<file path="config.mk">
export PLATFORM = sky130hd
export DESIGN_NAME = lfsr_gen
export DESIGN_NICKNAME = d
export VERILOG_FILES = /design/src/rtl/lfsr_pkg.sv /design/src/rtl/lfsr_period_mon.sv /design/src/rtl/lfsr_gen.sv
export SDC_FILE = /design/constraint.sdc
export NUM_CORES = 1
export LEC_CHECK = 0
export ABC_CLOCK_PERIOD_IN_PS = 4550
export CORE_MARGIN = 10
export CORE_UTILIZATION = 30
export DETAILED_ROUTE_END_ITERATION = 10
export PLACE_DENSITY_LB_ADDON = 0.1
export REMOVE_ABC_BUFFERS = 1
export SLEW_MARGIN = 20
export SYNTH_ARGS = -nofsm -noshare
export SYNTH_HDL_FRONTEND = slang
export SYNTH_SLANG_ARGS = --single-unit
</file>
<file path="constraint.sdc">
create_clock -name clk_i -period 4.55 [get_ports clk_i]
set_clock_uncertainty 0.05 [all_clocks]
set_input_delay 0.455 -clock clk_i [delete_from_list [all_inputs] [get_ports clk_i]]
set_output_delay 0.455 -clock clk_i [all_outputs]
set_load 0.03 [all_outputs]
</file>
<file path="src/rtl/lfsr_pkg.sv">
// lfsr_pkg: default tap masks and the single-step shift function for lfsr_gen
package lfsr_pkg;
  localparam logic [3:0]  TAPS_4  = 4'hC;
  localparam logic [7:0]  TAPS_8  = 8'hB8;
  localparam logic [15:0] TAPS_16 = 16'hD008;
  localparam logic [31:0] TAPS_32 = 32'h80200003;
  function automatic logic [31:0] default_taps(input int w);
    return w == 4 ? 32'(TAPS_4) : w == 8 ? 32'(TAPS_8) : w == 32 ? TAPS_32 : 32'(TAPS_16);
  endfunction
  // Callers zero-extend state and taps and truncate the result to their own width
  function automatic logic [31:0] lfsr_step(input logic [31:0] s, input logic [31:0] t);
    return {s[30:0], ^(s & t)};
  endfunction
endpackage

</file>
<file path="src/rtl/lfsr_period_mon.sv">
// lfsr_period_mon: counts advances from the start value and reports the period on each return to it
module lfsr_period_mon #(
  parameter int WIDTH = 16,
  parameter logic [WIDTH-1:0] SEED = WIDTH'(1)
) (
  input  logic             clk_i,
  input  logic             rst_i,
  input  logic             load_i,
  input  logic             adv_i,
  input  logic [WIDTH-1:0] start_i,
  input  logic [WIDTH-1:0] next_i,
  output logic             wrap_o,
  output logic [WIDTH-1:0] period_o
);
  logic [WIDTH-1:0] r_start, r_cnt, r_period, w_inc;
  logic             r_wrap, w_wrap;
  assign w_inc  = &r_cnt ? r_cnt : r_cnt + 1'b1;
  assign w_wrap = !load_i && adv_i && next_i == r_start;
  always_ff @(posedge clk_i or posedge rst_i) begin
    if (rst_i) begin
      r_start  <= SEED;
      r_cnt    <= '0;
      r_period <= '0;
      r_wrap   <= 1'b0;
    end else begin
      r_start  <= load_i ? start_i : r_start;
      r_cnt    <= (load_i || w_wrap) ? '0 : adv_i ? w_inc : r_cnt;
      r_period <= w_wrap ? w_inc : r_period;
      r_wrap   <= w_wrap;
    end
  end
  assign wrap_o   = r_wrap;
  assign period_o = r_period;
endmodule

</file>
<file path="src/rtl/lfsr_gen.sv">
// lfsr_gen: parametrised Fibonacci LFSR with seed loading, zero-seed protection and period monitor
module lfsr_gen import lfsr_pkg::*; #(
  parameter int WIDTH = 16,
  parameter logic [WIDTH-1:0] TAPS = WIDTH'(default_taps(WIDTH)),
  parameter logic [WIDTH-1:0] SEED = WIDTH'(1),
  parameter int STEP = 1
) (
  input  logic             clk_i,
  input  logic             rst_i,
  input  logic             load_i,
  input  logic [WIDTH-1:0] seed_i,
  input  logic             next_i,
  output logic [WIDTH-1:0] rand_o,
  output logic             seed_err_o,
  output logic             wrap_o,
  output logic [WIDTH-1:0] period_o
);
  if (WIDTH < 3 || WIDTH > 32) begin : g_bad_width
    $error("lfsr_gen: WIDTH must be 3..32");
  end
  if (SEED == '0) begin : g_bad_seed
    $error("lfsr_gen: SEED must be non-zero");
  end
  if (!TAPS[WIDTH-1]) begin : g_bad_taps
    $error("lfsr_gen: TAPS must include the top bit");
  end
  if (STEP < 1 || STEP > WIDTH) begin : g_bad_step
    $error("lfsr_gen: STEP must be 1..WIDTH");
  end
  logic [WIDTH-1:0] r_state, w_next, w_load_val;
  logic             r_seed_err, w_zero;
  // STEP single shifts folded into one combinational advance
  always_comb begin
    w_next = r_state;
    for (int i = 0; i < STEP; i++) w_next = WIDTH'(lfsr_step(32'(w_next), 32'(TAPS)));
  end
  assign w_zero     = seed_i == '0;
  assign w_load_val = w_zero ? SEED : seed_i;
  always_ff @(posedge clk_i or posedge rst_i) begin
    if (rst_i) begin
      r_state    <= SEED;
      r_seed_err <= 1'b0;
    end else begin
      r_state    <= load_i ? w_load_val : next_i ? w_next : r_state;
      r_seed_err <= load_i && w_zero;
    end
  end
  lfsr_period_mon #(.WIDTH(WIDTH), .SEED(SEED)) u_mon (
    .clk_i   (clk_i),
    .rst_i   (rst_i),
    .load_i  (load_i),
    .adv_i   (next_i),
    .start_i (w_load_val),
    .next_i  (w_next),
    .wrap_o  (wrap_o),
    .period_o(period_o)
  );
  assign rand_o     = r_state;
  assign seed_err_o = r_seed_err;
endmodule

</file>
==> metrics.sh <==
DR_TOTAL_VIAS=3002
GRT_ANTENNA_BEFORE_REPAIR=0
CTS_HOLD_BUFFERS=0
DIE_Y_UM=129
TIMING.MAX_CAP.VIOLATIONS=0
TIMING_HOLD_VIOLATIONS_FINAL=0
CLOCK_TREE.HTREE_LEVEL_COUNT=3
CRITICAL_SETUP_PATH_CLASS='register to register'
WORSTREGTOREGCELLS=5
CLOCK-SINKS=66
DIE_AREA_MM2=0.0167
ASYNC_FLOP_SHARE_PCT=100
FINALINSTANCEAREA_MM2=0.00446
GP_ROUTABILITY_CONGESTION=0.787
ROUTED_VIA_DENSITY=5.29
CTS_RESIZED=0
CTS_MADE_BUFFERS=9
GRT_MAX_DEGREE=64
LAYOUT.CORE_UTILIZATION_PCT=38.5
SYNTH.YOSYS.WARNINGS=0
CRITICAL_PATH.MAX_FANOUT=17
ROUTED_WIRE_LENGTH_PER_INSTANCE_UM=17.6
TIMING.CRITICAL_PATH.ARRIVAL_PS=2800
SETUP_VIOL_COUNT_FINAL=0
WORSTREG2REGSTART='rand_o[13]$_DFFE_PP0P_'
DRCVIOLATIONCOUNT=0
CRITICAL_PATH.STARTPOINT='rand_o[13]$_DFFE_PP0P_'
POWER.INTERNAL_mW=1.09
CLOCK_POWER_SHARE_PCT=41.4
MOST-COMMON-LAYOUT-CELLS='sky130_fd_sc_hd__dfrtp_1, sky130_fd_sc_hd__o21ai_0, sky130_fd_sc_hd__clkdlybuf4s50_1, sky130_fd_sc_hd__nand2_1, sky130_fd_sc_hd__inv_1'
WIRELENGTH_MM=9.99
LAYOUT_COMMONEST_CELL='sky130_fd_sc_hd__dfrtp_1'
FIN_TNS_SETUP_PS=0
POST-CTS-SETUP-BUFFER-COUNT=0
CTS_ROOT_BUFFER='sky130_fd_sc_hd__clkbuf_16'
SYNTH_ENABLE_FLOP_CELLS=0
CRIT_PATH_END_KIND='register'
POSTSYNTH.TOPFLOPCELL='sky130_fd_sc_hd__dfrtp_1'
POST_SYNTH.CELL_AREA_AVG_UM2=9.50
PWR-SHARE-SEQ_PCT=42.1
N_FILL_CELL=1178
WORST_SLEW_PIN_SLEW_PS=746
P_SW_SHARE_PCT=29.6
POWER.SWITCHING_uW=460
SYNTH_INSTANCES=378
POWER.LEAKAGE_nW=1.83
DIE-WIDTH_UM=129
GRT_REMAINING_OVERFLOW=0
SLEW_HEADROOM_PCT=50.2
RUN_STATUS='completed'
ANTENNA_LEFT=0
CRIT_PATH_START_KIND='register'
SETUP.REG_TO_REG.WORST_SLACK_PS=1920
COUNT_OF_DISTINCT_CELL_TYPES_IN_THE_SYNTHESIZED_NETLIST=47
CLOCK_LATENCY_PS=340
SYNTHESIS.AREA_MM2=0.00359
HOLD_PATH_CLASS='register to register'
FINAL_MAX_SLEW_VIOL_COUNT=0
P_PER_CELL_AREA_mW_PER_MM2=348
PLACEMENT.IO_BUFFERS=53
FINAL.PERIOD_UTILIZATION_PCT=57.9
PLACE.DETAILED.HPWL_MM=6.95
ANTENNA_CELLS=0
YOSYS_REGISTER_BITS=66
CORE.ROWCOUNT=39
WORST-ENDPOINT-REQUIRED_PS=4720
DP_CELLS=551
DETAILED_PLACE.AREA_MM2=0.00419
GRT_PASS1_WL_MM=16.6
AREA.GROWTH.SYNTH_TO_FINAL_PCT=24.1
SYNTH_SEQUENTIAL_AREA_RATIO_PCT=46.1
DESTINATION_OF_THE_CRITICAL_TIMING_PATH='u_mon.period_o[7]$_DFFE_PP0P_'
PRECTSSETUPSLACK_PS=1830
MAX_FREQ_MHz=380
START_UTIL_PCT=31.1
WORSTREG2REGEND='u_mon.period_o[7]$_DFFE_PP0P_'
TOP_LEVEL_PORTS=54
FIN_WS_PS=1920
FIN_CRIT_PS=2630
PEAK_SUPPLY_DROP_mV=0.157
GRT_PASS1_VIAS=3191
CTS.REPORTEDPATHS.CLKPINSLEW_PS=60
DRTITER0DRC=191
LAYOUT.NETS=440
TRITONCTS='done'
LAYOUTNONFILLERINSTCOUNT=567
COMB_POWER_SHARE_PCT=16.5
CTSLONGESTPATHBUFFERS=2
DRIVE_ABOVE_1_SHARE_PCT=9.91
GRT_SETUP_UNREPAIRED='false'
DRT_PRE_ANTENNA_ITERS=4
CORE_REGION_AREA_MM2=0.0116
TOTAL_GRT_USAGE_PCT=12.5
synth_stat cells, types with 2 or more instances:
cell type | n | area [µm²]
sky130_fd_sc_hd__mux2_2 | 5 | 56.3
sky130_fd_sc_hd__a311oi_1 | 2 | 17.5
sky130_fd_sc_hd__nor3_1 | 3 | 15.0
sky130_fd_sc_hd__a21oi_1 | 6 | 30.0
sky130_fd_sc_hd__o2111ai_1 | 8 | 70.1
sky130_fd_sc_hd__clkbuf_1 | 14 | 52.6
sky130_fd_sc_hd__dfstp_2 | 2 | 52.6
sky130_fd_sc_hd__buf_6 | 3 | 33.8
sky130_fd_sc_hd__nor4_1 | 16 | 100
sky130_fd_sc_hd__xor2_1 | 17 | 149
sky130_fd_sc_hd__or3_1 | 4 | 25.0
sky130_fd_sc_hd__nand2_1 | 38 | 143
sky130_fd_sc_hd__o221ai_1 | 5 | 43.8
sky130_fd_sc_hd__a211oi_1 | 5 | 37.5
sky130_fd_sc_hd__nand2b_1 | 2 | 12.5
sky130_fd_sc_hd__inv_1 | 21 | 78.8
sky130_fd_sc_hd__or2_1 | 2 | 12.5
sky130_fd_sc_hd__mux2i_1 | 17 | 170
sky130_fd_sc_hd__nand3_1 | 12 | 60.1
sky130_fd_sc_hd__buf_2 | 8 | 40.0
sky130_fd_sc_hd__o311ai_0 | 3 | 26.3
sky130_fd_sc_hd__nor2_1 | 13 | 48.8
sky130_fd_sc_hd__and4_1 | 4 | 35.0
sky130_fd_sc_hd__o21ai_0 | 55 | 275
sky130_fd_sc_hd__a41oi_1 | 2 | 17.5
sky130_fd_sc_hd__xnor2_1 | 13 | 114
sky130_fd_sc_hd__o22ai_1 | 4 | 25.0
sky130_fd_sc_hd__or2_2 | 6 | 37.5
sky130_fd_sc_hd__nand4_1 | 7 | 43.8
sky130_fd_sc_hd__dfrtp_1 | 64 | 1600
per-layer routing:
layer  routed length [µm]  track usage (%)
met5                    0                0
met4                  143             4.21
met3                  741             4.20
met2                 4680             20.1
met1                 4420             15.4
cell families after synthesis:
group | count (synthesis) | share of synthesized area, %
buf+inv | 48 | 5.96
flops | 66 | 46.1
xor+xnor | 31 | 7.77
mux | 23 | 6.72
compound gates | 96 | 16.6
simple gates | 113 | 16.6
fa+ha+maj | 1 | 0.348
worst max-delay path, stage by stage, from the launching register on:
cell	delay (ps)
sky130_fd_sc_hd__dfrtp_1	420
sky130_fd_sc_hd__xor2_1	180
sky130_fd_sc_hd__nor4_1	390
sky130_fd_sc_hd__nand4_2	520
sky130_fd_sc_hd__nor2_4	570
sky130_fd_sc_hd__mux2_2	390
flip-flops by register name, summed over array words and instances, names as in the netlist:
signal and cells:
rand_o 16, u_mon.wrap_o 1, seed_err_o 1, u_mon.r_cnt 16
u_mon.r_start 16, u_mon.period_o 16
worst min path at each step:
stage                                 start                           end  depth (start not counted)
2_1_floorplan  u_mon.r_start[0]$_DFFE_PP1P_  u_mon.r_start[0]$_DFFE_PP1P_                          2
3_3_place_gp   u_mon.r_start[0]$_DFFE_PP1P_  u_mon.r_start[0]$_DFFE_PP1P_                          2
3_5_place_dp   u_mon.r_start[0]$_DFFE_PP1P_  u_mon.r_start[0]$_DFFE_PP1P_                          2
4_1_cts        u_mon.r_start[0]$_DFFE_PP1P_  u_mon.r_start[0]$_DFFE_PP1P_                          2
5_1_grt        u_mon.r_start[0]$_DFFE_PP1P_  u_mon.r_start[0]$_DFFE_PP1P_                          2
6_report       u_mon.r_start[0]$_DFFE_PP1P_  u_mon.r_start[0]$_DFFE_PP1P_                          2
metrics by stage:
step	hold slack, ps	power, mW
3_5_place_dp	433	0.926
6_report	438	1.55
5_1_grt	472	1.63
3_3_place_gp	429	0.926
2_1_floorplan	419	0.800
4_1_cts	442	1.58
power groups by stage:
stage	registers (mW)	logic (mW)	clock network (mW)
3_3_place_gp	0.662	0.263	0
2_1_floorplan	0.686	0.114	0
6_report	0.653	0.257	0.643
4_1_cts	0.654	0.262	0.659
5_1_grt	0.659	0.286	0.690
3_5_place_dp	0.664	0.262	0
area by class of cell:
type                            instances  area [µm²]  area share, %
Clock inverter                          5        30.0          0.674
Multi-Input combinational cell        264        1720           38.6
Timing Repair Buffer                   57         551           12.3
Tap cell                              143         179           4.01
Sequential cell                        66        1650           37.1
Inverter                               21        78.8           1.77
Clock buffer                           11         243           5.44
Power figures use the tool's default switching activity.
